## src/rtl/ram_arbiter.sv

```systemverilog
// Two-master round-robin arbiter in front of a single-port byte RAM.
// Each granted access spends one BUSY cycle on the RAM; ack and read data are registered.
module ram_arbiter #(
   parameter int bus_addr_data_width = 13
) (
   input  logic                           clk,
   input  logic                           rst,
   input  logic                           m0_req,
   input  logic                           m0_we,
   input  logic [bus_addr_data_width-1:0] m0_a,
   input  logic [7:0]                     m0_w,
   output logic                           m0_ack,
   output logic [7:0]                     m0_r,
   input  logic                           m1_req,
   input  logic                           m1_we,
   input  logic [bus_addr_data_width-1:0] m1_a,
   input  logic [7:0]                     m1_w,
   output logic                           m1_ack,
   output logic [7:0]                     m1_r,
   output logic                           dmem_we,
   output logic                           dmem_re,
   output logic [bus_addr_data_width-1:0] dmem_a,
   output logic [7:0]                     dmem_w,
   input  logic [7:0]                     dmem_r
);

   typedef enum logic [1:0] {IDLE = 2'd0, BUSY0 = 2'd1, BUSY1 = 2'd2} state_t;

   state_t     state_q, state_d;
   logic       last_q, last_d;
   logic       m0_ack_q, m0_ack_d, m1_ack_q, m1_ack_d;
   logic [7:0] m0_r_q, m0_r_d, m1_r_q, m1_r_d;
   logic       elig0, elig1;

   always_ff @(posedge clk or posedge rst) begin
      if (rst) begin
         state_q  <= IDLE;
         last_q   <= 1'b1;
         m0_ack_q <= 1'b0;
         m1_ack_q <= 1'b0;
         m0_r_q   <= 8'h00;
         m1_r_q   <= 8'h00;
      end else begin
         state_q  <= state_d;
         last_q   <= last_d;
         m0_ack_q <= m0_ack_d;
         m1_ack_q <= m1_ack_d;
         m0_r_q   <= m0_r_d;
         m1_r_q   <= m1_r_d;
      end
   end

   // A master in its ack cycle is still holding req for the access just finished.
   assign elig0 = m0_req & ~m0_ack_q;
   assign elig1 = m1_req & ~m1_ack_q;

   always_comb begin
      state_d  = state_q;
      last_d   = last_q;
      m0_ack_d = 1'b0;
      m1_ack_d = 1'b0;
      m0_r_d   = m0_r_q;
      m1_r_d   = m1_r_q;
      case (state_q)
         IDLE: begin
            if (elig0 && (!elig1 || last_q)) begin
               state_d = BUSY0;
               last_d  = 1'b0;
            end else if (elig1) begin
               state_d = BUSY1;
               last_d  = 1'b1;
            end
         end
         BUSY0: begin
            state_d  = IDLE;
            m0_ack_d = 1'b1;
            if (!m0_we) m0_r_d = dmem_r;
         end
         BUSY1: begin
            state_d  = IDLE;
            m1_ack_d = 1'b1;
            if (!m1_we) m1_r_d = dmem_r;
         end
         default: state_d = IDLE;
      endcase
   end

   // RAM port is a pure decode of state, so reset silences it immediately.
   always_comb begin
      dmem_we = 1'b0;
      dmem_re = 1'b0;
      dmem_a  = '0;
      dmem_w  = 8'h00;
      case (state_q)
         BUSY0: begin
            dmem_we = m0_we;
            dmem_re = ~m0_we;
            dmem_a  = m0_a;
            dmem_w  = m0_w;
         end
         BUSY1: begin
            dmem_we = m1_we;
            dmem_re = ~m1_we;
            dmem_a  = m1_a;
            dmem_w  = m1_w;
         end
         default: ;
      endcase
   end

   assign m0_ack = m0_ack_q;
   assign m1_ack = m1_ack_q;
   assign m0_r   = m0_r_q;
   assign m1_r   = m1_r_q;

endmodule

```

## config.mk

```make
export PLATFORM = sky130hd
export DESIGN_NAME = ram_arbiter
export DESIGN_NICKNAME = d
export VERILOG_FILES = /design/src/rtl/ram_arbiter.sv
export SDC_FILE = /design/constraint.sdc
export NUM_CORES = 1
export LEC_CHECK = 0
export BUFFER_PORTS_ARGS = -buffer_cell sky130_fd_sc_hd__buf_2
export CORE_MARGIN = 5
export CORE_UTILIZATION = 36
export CTS_CLUSTER_DIAMETER = 150
export CTS_CLUSTER_SIZE = 25
export DETAILED_ROUTE_END_ITERATION = 7
export PLACE_DENSITY = 0.73
export SLEW_MARGIN = 20
export SYNTH_ARGS = -nofsm -noshare
export SYNTH_HDL_FRONTEND = slang
export SYNTH_SLANG_ARGS = --single-unit
```

## constraint.sdc

```tcl
create_clock -name clk -period 1.3 [get_ports clk]
set_input_delay 0.13 -clock clk [delete_from_list [all_inputs] [get_ports clk]]
set_output_delay 0.13 -clock clk [all_outputs]
set_load 0.005 [all_outputs]
```

==> results of run 1 <==
[report_power, final]
group	switching, mW	internal [mW]	leakage, nW	total (mW)
clock	0.197	0.115	0.0177	0.312
combinational	1.18	1.80	0.812	2.98
sequential	0.207	0.988	0.250	1.20
[synthesized netlist by cell type (all sizes together)]
cell	number
clkbuf	2
dfrtp	20
nand3b	1
a21boi	1
mux2	16
a22oi	22
buf	6
o221ai	1
dfstp	1
inv	5
nand2	5
ha	5
o22ai	1
nor3b	1
nand2b	1
nor2b	24
[worst max-delay path by stage]
stage | to | depth (start not counted) | from
3_5_place_dp | dmem_a[6] | 5 | state_q[1]$_DFFE_PP0P_
6_report | dmem_w[1] | 6 | state_q[0]$_DFFE_PP0P_
2_1_floorplan | m1_r[0]$_DFFE_PP0P_ | 5 | state_q[0]$_DFFE_PP0P_
3_3_place_gp | dmem_we | 5 | state_q[1]$_DFFE_PP0P_
4_1_cts | dmem_re | 7 | state_q[0]$_DFFE_PP0P_
5_1_grt | dmem_w[1] | 6 | state_q[0]$_DFFE_PP0P_
[worst max-delay path: cells and delay by family, from the launching register on]
family	cells	cell delay (ns)
AO/OA/AOI/OAI	1	0.08
buffers and inverters	3	0.41
adder cells (fa/ha/maj)	1	0.18
AND/OR/NAND/NOR	1	0.14
flip-flops	1	0.48
[area by class of cell]
cell class                 instances  area, um2  area share, %
multi-input combinational         78        871           39.9
tap                               46       57.6           2.64
inverter                           5       21.3          0.975
sequential                        21        529           24.3
timing repair buffer             108        676           31.0
clock buffer                       3       22.5           1.03
clock inverter                     1       5.00          0.229
[state kept, by name (all words and copies together), names as in the netlist]
register,flops
state_q,2
m0_r,8
m1_r,8
m0_ack,1
m1_ack,1
last_q,1
[routing by layer]
metal | global-route usage, % | part of all wire, %
met5 | 0 | 0
met3 | 5.74 | 12
met2 | 23.3 | 48
met1 | 18.4 | 40
met4 | 3.83 | 0.30
[what timing repair did]
item,in CTS,in global routing
gates resized for setup,33,7
setup endpoints to repair,39,39
buffers inserted,3,1
hold buffers,1,0
gates cloned,1,1
endpoints found under the hold margin,8,0
pin swaps,0,2
[logic make-up (layout without fill, tap and decap cells)]
family                   count (synthesis)  count (layout)  share of synthesized area (%)
AND/OR/NAND/NOR                         32              32                           15.9
AO/OA/AOI/OAI                           25              25                           14.5
flip-flops                              21              21                           40.8
multiplexers                            16              16                           18.6
buffers and inverters                   13             117                           5.33
adder cells (fa/ha/maj)                  5               5                           4.84
==> impl_results.md, run 1 <==
- GR Util All Layers: between 10% and 20%
- Crit path time final: 1.71 ns
- Yosys reg bits: 21
- Root Driver: clkbuf_4
- Post-Syn Area: 0.00129 mm2
- Hold Path End: m0_r[3]$_DFFE_PP0P_
- Initial core utilization: a little under two fifths
- Leading cell type in the layout, fill and taps excluded: buf_2
- Worst rel slew slack: 74.1%
- Worst-path maximum fanout: 11
- Total Nets Final: 278
- Final Cycle Share: 131%
- Setup_tns: -10.42 ns
- Final-report setup violation count: 39
- Lkg Pwr: 1.08 nW
- Seq/Total Area, Yosys: 40.8%
- Synth area leaders: dfrtp_1 (39%), mux2_4 (19%), a22oi_1 (13%)
- Placed insts: roughly 250
- First-pass GRT wire length: about 5900 um
- Vias in the first global route: 1286
- Reg-to-Reg Start: state_q[0]$_DFFE_PP0P_
- Most frequent cells in the layout: buf_2 (96), nor2b_1 (22), a22oi_2 (21), dfrtp_1 (18), mux2_4 (16)
- Clock Tree Buf Depth: 2
- Util after Layout: 63.9%
- Worst-path clk slew: 0.12 ns
- Reg2Reg Capture Point: m1_r[1]$_DFFE_PP0P_
- Critical path arrival: 1.58 ns
- Final ANT Viol Nets: 0
- Initial antenna violation count: 0
- Hold Slack: around 0.061 ns
- Routability cong.: 0.703
- Remaining DRCs: 0
- Fin. Hold Viols: 0
- Placement Cell Area: between 0.0015 and 0.002 mm2
- Post-DR wirelength/cell: 15.3 um
- Hold Crit Start: dmem_r[3]
- Max rail drop VDD: 0.00127 V
- Reg2reg path depth: 5
- Startpoint types: register
- Number of library cell types mapped by synthesis: 18
- CP Cell Sequence: inv_4, ha_4, buf_12, a22oi_2, nor2b_1, buf_2
- Filler Cells Inserted: around 270
- Die height: 69.9 um
- Status: finished with violations
- RSZ-0062 raised after global routing: yes
- CTS tree: done
- Cells after synthesis: 112
- Worst setup margin: -0.409 ns
- CP Capture Type: output port
- Total power draw: around 4.5 mW
- Via Count: between 1000 and 1500
- DRT iter0 DRCs: 48
- Ys Warns: 0
- Final Routed Wirelength: 4020 um
- Synth top area share: 38.8%
- Hold path depth: 2
- Clk_lat worst skew: 0.30 ns
- Share of cells above drive strength 1: 74.5%
- Area grow syn2layout: 69.0%
- Post-synth top area cell: dfrtp_1
- Core ar.: 0.00342 mm2
- Power per Cell Area: 2060 mW/mm2
- DP HPWL: slightly below 3000 um
- Crit Path Class: reg2out
- Violations in the final reports: setup timing
- Max-cap violation count: 0
- Final instance area: ~0.0022 mm2
- Port Buffers: 96
- Num rows: 21
- Slew at the pin closest to its max-slew limit: 0.388 ns
- Max-slew violations: 0
- Io pins: 97
- First-pass DRT Iterations: 4
- Gr ovfl total: 0
- H-Tree Level Count: 1
- Inserted Clock Buffers: 3
- Max incr delay on CP: 0.48 ns
- Fmax: 585 MHz
- Flop-to-flop setup slack: -0.17 ns
- Clk sinks: 21
- Clk_skew: roughly 0.0081 ns
- Synthesized area per cell: 11.5 um2
- Setup WS pre-CTS: -0.125 ns
- Pin count of the biggest net entering global routing: 23
- Crit-path slowest cell: dfrtp_2
- Die X-Extent: approximately 70 um
- Hold WC Path Type: in2reg
- Drt via density: between 4 and 5
- Die area: 0.00488 mm2
- Post-Synthesis Net Count: 173
- N_diodes: 0
- Final cell count without fillers: 262
- WP data required: 1.17 ns
Power figures use the tool's default switching activity.
==> run 2: changes to the inputs <==
--- a/config.mk
+++ b/config.mk
@@ -11,7 +11,7 @@
 export CTS_CLUSTER_DIAMETER = 150
 export CTS_CLUSTER_SIZE = 25
 export DETAILED_ROUTE_END_ITERATION = 7
-export PLACE_DENSITY = 0.73
+export PLACE_DENSITY = 0.76
 export SLEW_MARGIN = 20
 export SYNTH_ARGS = -nofsm -noshare
 export SYNTH_HDL_FRONTEND = slang
==> run 2 against run 1 <==
  * The run still ends with setup timing left
  * Largest cell class unchanged
  * Register-to-register slack got worse by 0.18 ns
  * Sequential share of layout area fell by 1.3 points
  * Hold slack improved by 0.0013 ns
  * Cell count rose by 3.8%
  * Critical path type unchanged
==> impl_results.md, run 2 (same netlist as run 1, synthesis figures left out) <==
- Status: finished with violations (unchanged)
- Crit-path slowest cell: dfrtp_2 (unchanged)
- Lkg Pwr: 1.14 nW (was 1.08 nW)
- Most frequent cells in the layout: buf_2 (96), nor2b_1 (22), a22oi_2 (21), dfrtp_1 (19), mux2_4 (16) (was buf_2 (96), nor2b_1 (22), a22oi_2 (21), dfrtp_1 (18), mux2_4 (16))
- Inserted Clock Buffers: 3 (unchanged)
- Drt via density: 4.89 (was 4.71)
- Io pins: 97 (unchanged)
- Max-slew violations: 0 (unchanged)
- First-pass DRT Iterations: 4 (unchanged)
- CTS tree: done (unchanged)
- Port Buffers: 96 (unchanged)
- Root Driver: clkbuf_4 (unchanged)
- Post-DR wirelength/cell: 16.8 um (was 15.3 um)
- Max-cap violation count: 0 (unchanged)
- Fin. Hold Viols: 0 (unchanged)
- Gr ovfl total: 0 (unchanged)
- Via Count: 1330 (was 1235)
- Total Nets Final: 288 (was 278)
- CP Capture Type: output port (unchanged)
- Leading cell type in the layout, fill and taps excluded: buf_2 (unchanged)
- WP data required: 1.17 ns (about the same)
- Final-report setup violation count: 39 (unchanged)
- Crit path time final: 1.72 ns (was 1.71 ns)
- Initial core utilization: 37.8% (unchanged)
- DRT iter0 DRCs: 49 (was 48)
- Routability cong.: 0.729 (was 0.703)
- Max incr delay on CP: 0.46 ns (was 0.48 ns)
- Worst setup margin: -0.423 ns (was -0.409 ns)
- Num rows: 21 (unchanged)
- Worst rel slew slack: 80.5% (was 74.1%)
- Die height: 69.9 um (unchanged)
- Worst path top cell family by delay: flip-flops (unchanged)
- Die X-Extent: 69.9 um (unchanged)
- Area grow syn2layout: 77.8% (was 69.0%)
- Max rail drop VDD: 0.000944 V (was 0.00127 V)
- N_diodes: 0 (unchanged)
- Clock Tree Buf Depth: 2 (unchanged)
- Vias in the first global route: 1502 (was 1286)
- Clk_lat worst skew: 0.31 ns (was 0.30 ns)
- Pin count of the biggest net entering global routing: 22 (was 23)
- Startpoint types: register (unchanged)
- Remaining DRCs: 0 (unchanged)
- Clk sinks: 21 (unchanged)
- First-pass GRT wire length: 7360 um (was 5930 um)
- Setup_tns: -13.26 ns (was -10.42 ns)
- Die area: 0.00488 mm2 (unchanged)
- Core ar.: 0.00342 mm2 (unchanged)
- Final Cycle Share: 133% (was 131%)
- Crit path buf inv count: 3 (unchanged)
- Power per Cell Area: 2150 mW/mm2 (was 2060 mW/mm2)
- Util after Layout: 67.2% (was 63.9%)
- Hold WC Path Type: in2reg (unchanged)
- Fmax: 580 MHz (was 585 MHz)
- Crit Path Class: reg2out (unchanged)
- Initial antenna violation count: 0 (unchanged)
- Most Frequent Cell on Critical Path: buf_6
- Worst-path maximum fanout: 8 (was 11)
- Share of cells above drive strength 1: 75.7% (was 74.5%)
- Final ANT Viol Nets: 0 (unchanged)
- Critical path arrival: 1.59 ns (was 1.58 ns)
- Violations in the final reports: setup timing (unchanged)
- GR Util All Layers: 18.7% (was 14.6%)
- Worst-path clk slew: 0.12 ns (about the same)
- CP Cell Sequence: buf_6, ha_4, buf_6, a22oi_2, nor2b_1, buf_2 (was inv_4, ha_4, buf_12, a22oi_2, nor2b_1, buf_2)
- Final Routed Wirelength: 4560 um (was 4020 um)
- Clk_skew: 0.00563 ns (was 0.00809 ns)
- RSZ-0062 raised after global routing: yes (unchanged)
- Slew at the pin closest to its max-slew limit: 0.292 ns (was 0.388 ns)
- H-Tree Level Count: 1 (unchanged)
[run 2: final timing paths]
check,start,endpoint,slack [ns],depth (start not counted)
worst max-delay path,state_q[1]$_DFFE_PP0P_,dmem_a[3],-0.42,6
worst min-delay path,dmem_r[6],m1_r[6]$_DFFE_PP0P_,0.06,2
worst max register to register,state_q[0]$_DFFE_PP0P_,m1_r[5]$_DFFE_PP0P_,-0.35,8
worst min register to register,last_q$_DFFE_PP1P_,last_q$_DFFE_PP1P_,0.47,2
max in group asynchronous,rst,last_q$_DFFE_PP1P_,0.65,4
min in group asynchronous,rst,m1_r[7]$_DFFE_PP0P_,0.37,4
[run 2: power breakdown]
group | internal (mW) | switching, mW | leakage [nW]
combinational | 2.10 | 1.33 | 0.874
clock | 0.120 | 0.199 | 0.0150
sequential | 0.986 | 0.207 | 0.251
total | 3.21 | 1.74 | 1.14
[run 2: metrics by stage]
stage / setup WS, ns / instance area [um2] / hold WS [ns] / cells / total power, mW
after floorplan: -0.00530 / 1310 / 0.106 / 112 / 2.60
after global placement: -0.0816 / 1900 / 0.170 / 257 / 3.60
after detailed placement: -0.0961 / 1900 / 0.174 / 257 / 3.65
after CTS: -0.391 / 2260 / 0.0635 / 270 / 4.82
final: -0.423 / 2300 / 0.0622 / 272 / 4.94
after global routing: -0.509 / 2300 / 0.0488 / 272 / 5.27
[run 2: layout make-up]
cell class / count / area [um2]
well taps: 46 / 57.6
inverters: 5 / 21.3
multi-input cells: 78 / 870
fillers: 266 / 1120
clock buffers: 4 / 26.3
repair buffers: 118 / 793
flip-flops and latches: 21 / 528
[run 2: metal layers]
layer  wire, um  track usage, %  part of all wire (%)
met1       1740            22.0                    38
met2       2320            32.5                    51
met3        424            5.45                   9.3
met4         79            5.96                   1.7
met5          0               0                     0
[run 2: worst reg2reg max path, delay by kind of cell, from the launching register on]
kind                     cells  cell delay (ns)
AND/OR/NAND/NOR              1             0.14
multiplexers                 1             0.30
flip-flops                   1             0.43
buffers and inverters        5             0.57
adder cells (fa/ha/maj)      1             0.12
[run 2: timing repair]
item | CTS | global route
gates cloned | 2 | 1
pin swaps | 2 | 6
hold buffers | 1 | 0
resized for setup | 47 | 4
endpoints found under the hold margin | 20 | 0
setup buffers | 6 | 2
setup endpoints to repair | 39 | 39
